==> config.mk <==
export PLATFORM = sky130hd
export DESIGN_NAME = hiscore_ram_arbiter
export DESIGN_NICKNAME = d
export VERILOG_FILES = /design/src/rtl/hiscore_ram_arbiter.sv
export SDC_FILE = /design/constraint.sdc
export NUM_CORES = 1
export LEC_CHECK = 0
export CAP_MARGIN = 30
export CORE_MARGIN = 2
export CORE_UTILIZATION = 41
export DETAILED_ROUTE_END_ITERATION = 7
export PLACE_DENSITY = 0.86
export SETUP_SLACK_MARGIN = 0.15
export SYNTH_ARGS = -nofsm -noshare
export SYNTH_HDL_FRONTEND = slang
export SYNTH_SLANG_ARGS = --single-unit
==> constraint.sdc <==
create_clock -name clk -period 3.8 [get_ports clk]
set_input_delay 1.14 -clock clk [delete_from_list [all_inputs] [get_ports clk]]
set_output_delay 1.14 -clock clk [all_outputs]
set_load 0.01 [all_outputs]
==> src/rtl/hiscore_ram_arbiter.sv <==
`default_nettype none
// ============================================================================
// Module   : hiscore_ram_arbiter
// Purpose  : Pauses the game CPU and hands the work-RAM port to the hiscore
//            engine for the duration of a hiscore access request.
// Revision : 1.0 - initial release
// ============================================================================
module hiscore_ram_arbiter #(
    parameter int HS_ADDRESSWIDTH = 10,
    parameter int SETTLE_CYCLES   = 4,
    parameter int RELEASE_CYCLES  = 2,
    parameter int USE_ACK         = 1
) (
    input  logic                       clk,
    input  logic                       reset_n,
    input  logic [HS_ADDRESSWIDTH-1:0] hs_address,
    input  logic [7:0]                 hs_data_in,
    input  logic                       hs_write,
    input  logic                       hs_access,
    output logic [7:0]                 hs_data_out,
    output logic                       hs_granted,
    input  logic [HS_ADDRESSWIDTH-1:0] cpu_address,
    input  logic [7:0]                 cpu_data_in,
    input  logic                       cpu_write,
    input  logic                       cpu_pause_ack,
    output logic                       pause_cpu,
    output logic [HS_ADDRESSWIDTH-1:0] ram_address,
    output logic [7:0]                 ram_data_out,
    output logic                       ram_we,
    input  logic [7:0]                 ram_q,
    output logic                       write_dropped
);

    localparam logic [7:0] c_settle_load  = 8'(SETTLE_CYCLES - 1);
    localparam logic [7:0] c_release_load = 8'(RELEASE_CYCLES - 1);
    localparam logic       c_ignore_ack   = (USE_ACK == 0);

    typedef enum logic [2:0] {
        IDLE      = 3'd0,
        PAUSE_REQ = 3'd1,
        SETTLE    = 3'd2,
        GRANT     = 3'd3,
        RELEASE   = 3'd4
    } state_t;

    state_t     r_state;
    state_t     w_state_nxt;
    logic [7:0] r_cnt;
    logic [7:0] w_cnt_nxt;
    logic       r_pause_cpu;
    logic       r_hs_granted;
    logic       r_write_dropped;
    logic [7:0] r_hs_data_out;

    always_comb begin
        w_state_nxt = r_state;
        w_cnt_nxt   = r_cnt;
        case (r_state)
            IDLE: begin
                if (hs_access) begin
                    w_state_nxt = PAUSE_REQ;
                end
            end
            PAUSE_REQ: begin
                if (!hs_access) begin
                    w_state_nxt = IDLE;
                end else if (cpu_pause_ack || c_ignore_ack) begin
                    w_state_nxt = SETTLE;
                    w_cnt_nxt   = c_settle_load;
                end
            end
            SETTLE: begin
                // Losing the ack mid-settle means the CPU is running again,
                // so the settle window has to start over from PAUSE_REQ.
                if (!hs_access) begin
                    w_state_nxt = IDLE;
                end else if (!c_ignore_ack && !cpu_pause_ack) begin
                    w_state_nxt = PAUSE_REQ;
                end else if (r_cnt == 8'd0) begin
                    w_state_nxt = GRANT;
                end else begin
                    w_cnt_nxt = r_cnt - 8'd1;
                end
            end
            GRANT: begin
                if (!hs_access) begin
                    w_state_nxt = RELEASE;
                    w_cnt_nxt   = c_release_load;
                end
            end
            RELEASE: begin
                if (hs_access) begin
                    w_state_nxt = GRANT;
                end else if (r_cnt == 8'd0) begin
                    w_state_nxt = IDLE;
                end else begin
                    w_cnt_nxt = r_cnt - 8'd1;
                end
            end
            default: begin
                w_state_nxt = IDLE;
            end
        endcase
    end

    always_ff @(posedge clk or negedge reset_n) begin
        if (!reset_n) begin
            r_state      <= IDLE;
            r_cnt        <= 8'd0;
            r_pause_cpu  <= 1'b0;
            r_hs_granted <= 1'b0;
        end else begin
            r_state      <= w_state_nxt;
            r_cnt        <= w_cnt_nxt;
            r_pause_cpu  <= (w_state_nxt != IDLE);
            r_hs_granted <= (w_state_nxt == GRANT) || (w_state_nxt == RELEASE);
        end
    end

    always_ff @(posedge clk or negedge reset_n) begin
        if (!reset_n) begin
            r_write_dropped <= 1'b0;
            r_hs_data_out   <= 8'd0;
        end else begin
            if (hs_write && !r_hs_granted) begin
                r_write_dropped <= 1'b1;
            end
            if (r_hs_granted) begin
                r_hs_data_out <= ram_q;
            end
        end
    end

    // Mux keys off the registered grant so the RAM port never glitches mid-cycle.
    always_comb begin
        if (r_hs_granted) begin
            ram_address  = hs_address;
            ram_data_out = hs_data_in;
            ram_we       = hs_write;
        end else begin
            ram_address  = cpu_address;
            ram_data_out = cpu_data_in;
            ram_we       = cpu_write;
        end
    end

    assign pause_cpu     = r_pause_cpu;
    assign hs_granted    = r_hs_granted;
    assign write_dropped = r_write_dropped;
    assign hs_data_out   = r_hs_data_out;

endmodule
`default_nettype wire
[Yosys cells after proc, flatten, opt, wreduce, memory -nomap -nowiden]
Index checks and enable logic that the tools add are counted.
Storage, ports and cells
  register bits: 22
  input bits: 50
  output and inout port bits: 30
  word-level logic and storage cells: 48
Cells by class
  add/sub/neg operators: 1
  equality and inequality tests: 12
  multiplexer cells: 21
  reductions and logical operators: 8
Operators by type and width (count)
  $mux 8: 8
  $pmux 8 s4: 1
  $mux 3: 9
  $pmux 3 s5: 1
  $ne 2x2->1 const B: 6
  $mux 10: 1
  $eq 3x2->1 const B: 3
  $logic_not 8->1: 1
  $sub 8x1->8 const B: 1
  $reduce_and 7->1: 1
  $eq 3x3->1 const B: 2
  $reduce_bool 4->1: 1
  $eq 3x1->1 const B: 1
  $logic_not 3->1: 1
  $reduce_bool 3->1: 1
  $logic_and 1x1->1: 1
  $logic_not 1->1: 1
  $logic_or 1x1->1: 1
  $mux 1: 1

[Depth between registers and ports, before layout]
  depth in word-level cells: 7
  gate-level depth with buffers: 6
  depth with buffers taken out: 6

[Least setup slack after synthesis]
Ideal clock, no wire load.
  kind: input to output
  start point: in hs_address[0]
  end point: out ram_address[0]
  data arrival time: 1.465 ns
  required time: 2.660 ns
  path slack: 1.195 ns
  stages: 1
  buffers on the path: 0
  path through: mux2_1
Between the ends
  cells in the longest elaborated chain, start to end: 1
RTL lines
  start, declared: line 16  | input logic [HS_ADDRESSWIDTH-1:0] hs_address,
  $mux 10: line 136  | if (r_hs_granted) begin
  end, declared: line 27  | output logic [HS_ADDRESSWIDTH-1:0] ram_address,
No other way between the ends.

[Worst setup path in the final report]
  start point: in hs_address[5]
  end point: out ram_address[5]
The elaborated chain is that of the path after synthesis.

==> results.md <==
- Vias/cell: 5.26
- Fmax achieved: 0.285 GHz
- Synth Instances: 129
- CTS-repair resized insts: 0
- CTS Buf Count: 3
- Leak: 0.916 nW
- Syn Area/Cell: 10.7 um^2
- Critical-path cell list: clkdlybuf4s50_1 > mux2_1 > clkdlybuf4s50_1
- Xor/xnor share of the synthesized area: 0
- DRT iter0 DRCs: 37
- Largest net degree at the start of global routing: 24
- Nets: 260
- Seq/Total Area, Yosys: 0.399
- WHS Endpoint: write_dropped$_DFFE_PN0P_
- Routed Wire Length: 4.09 mm
- Crit. End Element: output port
- Max Cap Viol: 0
- Power per Cell Area: 400 nW/um^2
- Deepest clock path buffer count: 2
- Comb pwr share: 0.419
- Netlist cell types: 41
- Clock slew at reported path FFs: 0.13 ns
- CP max-delay cell: clkdlybuf4s50_1
- Area of the core: 3280 um^2
- Largest family of logic cells by synthesized area: multiplexers
- Final hold vios: 0
- CP top delay family: buffers and inverters
- Post-synth ARST share: 1.00
- CTS Hold Bufs: 0
- Crit-path max cell delay: 0.48 ns
- RSZ-0062 raised after global routing: false
- First-pass GRT wire length: 5.65 mm
- Hold slack: 0.494 ns
- Outcome: completed
- Fin worst setup slack: 0.294 ns
- Rel. slew slack: 0.408
- Setup CP Type: in -> out
- Die boundary height: 62.0 um
- IO Count: 80
- HP Start: write_dropped$_DFFE_PN0P_
- Root Driver: clkbuf_4
- VDD IR-drop max: 0.000260 V
- CP required: 2.66 ns
- Switch share: 0.310
- Number of synthesis warnings: 0
- Yosys top cell by area: dfrtp_1
- Reg-to-reg slack, setup: 1.94 ns
- Antenna cells: 0
- Synth Area in Compound Gates: 0.163
- Die Footprint: 3850 um^2
- Setup Skew: 0.00952 ns
- Worst setup SP type: input pin
- Antenna viol nets, final: 0
- Final TNS setup: 0 ns
- RePlAce Congestion: 0.794
- Critical Path AT: 2.37 ns
- Routed wire per std cell: 16.1 um
- Clk_lat worst skew: 0.32 ns
- Type of the most critical hold path: reg -> reg
- Area share of and/or/nand/nor cells after synthesis: 0.162
- Actual slew at the worst max-slew pin: 0.889 ns
- CTS H-tree depth: 1
- Final Non-Filler Cells: 254
- Number of synthesized register bits: 22
- Row cnt: 21
- Post-Synth Adder-Cell Area: 0.00907
- Reg2reg end: r_cnt[4]$_DFFE_PN0P_
- Min cycle time layout: 3.51 ns
- Post-CTS setup buffer count: 0
- Reg2reg path depth: 4
- Post-synth EDFFs: 0
- Most used DFF post-synth: dfrtp_1
- Syn Nets: 180
- Area of the mapped netlist: 1380 um^2
- Initial antenna violation count: 0
- Psw: 0.284 mW
- CP most frequent cell: clkdlybuf4s50_1
- CP Buf/Inv Count: 2
- Worst Path Max Fanout: 1
- Vias in the first global route: 1251
- Inst Count DP: 249
- Period utilization: 0.923
- Flop pwr share: 0.381
- GRT overflow: 0
- TritonCTS Sinks: 22
- Layout cells sized above 1: 0.115
- DP Worst Slack: 0.283 ns
- Routed vias: 1335
- Drt pass-1 iters: 4
- Remaining DRCs: 0
- RR Startpoint: r_state[1]$_DFF_PN0_
- Final-report setup violation count: 0
- Initial core utilization: 0.420
- Hpwl dp: 3.21 mm
- CTS tree: built
- Internal Power: 0.633 mW
- Dominant cells by area after synthesis: dfrtp_1, mux2_1, mux2_2
- Floorplan die width: 62.0 um
- All-Layer GR Usage: 0.203
- I/O Buffers: 79
- Final slew viol count: 0
- Share of the synthesized area in the top cell type: 0.399
- Area grow syn2layout: 66.1%
- Clk network pwr share: 0.199
- Worst hold stages: 1
- Mux contribution to synthesized area: 0.228
==> power by group through the flow <==
stage | sequential (mW) | clock, mW | combinational (mW)
finish | 0.350 | 0.183 | 0.385
global route | 0.359 | 0.197 | 0.417
CTS | 0.349 | 0.185 | 0.386
detailed placement | 0.355 | 0 | 0.382
global placement | 0.349 | 0 | 0.367
floorplan | 0.358 | 0 | 0.169
==> cell type report <==
class	count	area [um^2]
Fill cell	245	992
Clock buffer	3	22.5
Multi-Input combinational cell	94	776
Timing Repair Buffer	82	833
Inverter	6	22.5
Tap cell	46	57.6
Sequential cell	22	551
Clock inverter	1	30.0
==> synthesized netlist by cell type, types with 2 or more instances <==
cell type  number
mux2_1         17
nand2_1         5
nand4b_1        3
a21oi_1         7
dfrtp_1        22
a31oi_1         5
nor2_1          9
o22ai_1         2
a21o_1          3
nand2b_1        4
inv_1           6
mux2_2         10
or3b_1          2
a41oi_1         2
clkbuf_1        3
buf_2           4
==> registers in the layout (all words and copies together), names as in the netlist <==
register and count:
pause_cpu 1, r_cnt 8, hs_granted 1, r_state 3, hs_data_out 8, write_dropped 1
==> kinds of logic (layout without fill, tap and decap cells) <==
kind of cell | Yosys count | count (layout)
AOI/OAI and AO/OA | 30 | 30
adders and majority gates | 1 | 1
buffers and inverters | 13 | 92
DFF | 22 | 22
muxes | 28 | 28
and+or+nand+nor | 35 | 35
==> metal layers <==
| layer | track usage | share of wire |
|---|---|---|
| met5 | 0 | 0 |
| met4 | 0.0760 | 0.015 |
| met3 | 0.0414 | 0.094 |
| met2 | 0.365 | 0.51 |
| met1 | 0.236 | 0.38 |
==> worst register-to-register path: cells and delay by family (launching register included) <==
family,cells,cell delay [ns]
and+or+nand+nor,1,0.45
AOI/OAI and AO/OA,3,0.84
DFF,1,0.50
==> placed cells by master (no fill, tap or decap), drive strengths merged, types with 2 or more instances in the layout <==
cell	synthesis	final
a21oi	7	7
nand2	6	6
mux2	27	27
nand4b	3	3
nor2	10	10
clkbuf	3	3
a21o	3	3
inv	6	6
buf	4	3
or3b	2	2
nand2b	4	4
clkdlybuf4s50	0	79
a31oi	5	5
o22ai	2	2
a41oi	2	2
dfrtp	22	22
o21ai	2	2
==> metrics by stage <==
step | instance area (um^2) | power (mW) | util
3_5_place_dp | 2210 | 0.737 | 0.674
6_report | 2290 | 0.917 | 0.698
2_1_floorplan | 1380 | 0.527 | -
4_1_cts | 2260 | 0.920 | 0.690
3_3_place_gp | 2210 | 0.716 | 0.674
5_1_grt | 2290 | 0.973 | 0.698
==> how the worst max path moves through the flow <==
stage	start	to	slack, ns	cells past startpoint
after floorplan	hs_address[0]	ram_address[0]	1.20	1
after global placement	hs_address[5]	ram_address[5]	0.29	3
after detailed placement	hs_address[5]	ram_address[5]	0.28	3
after CTS	hs_address[5]	ram_address[5]	0.28	3
after global routing	hs_address[2]	ram_address[2]	0.28	3
final	hs_address[5]	ram_address[5]	0.29	3
(Power assumes the default switching activity.)
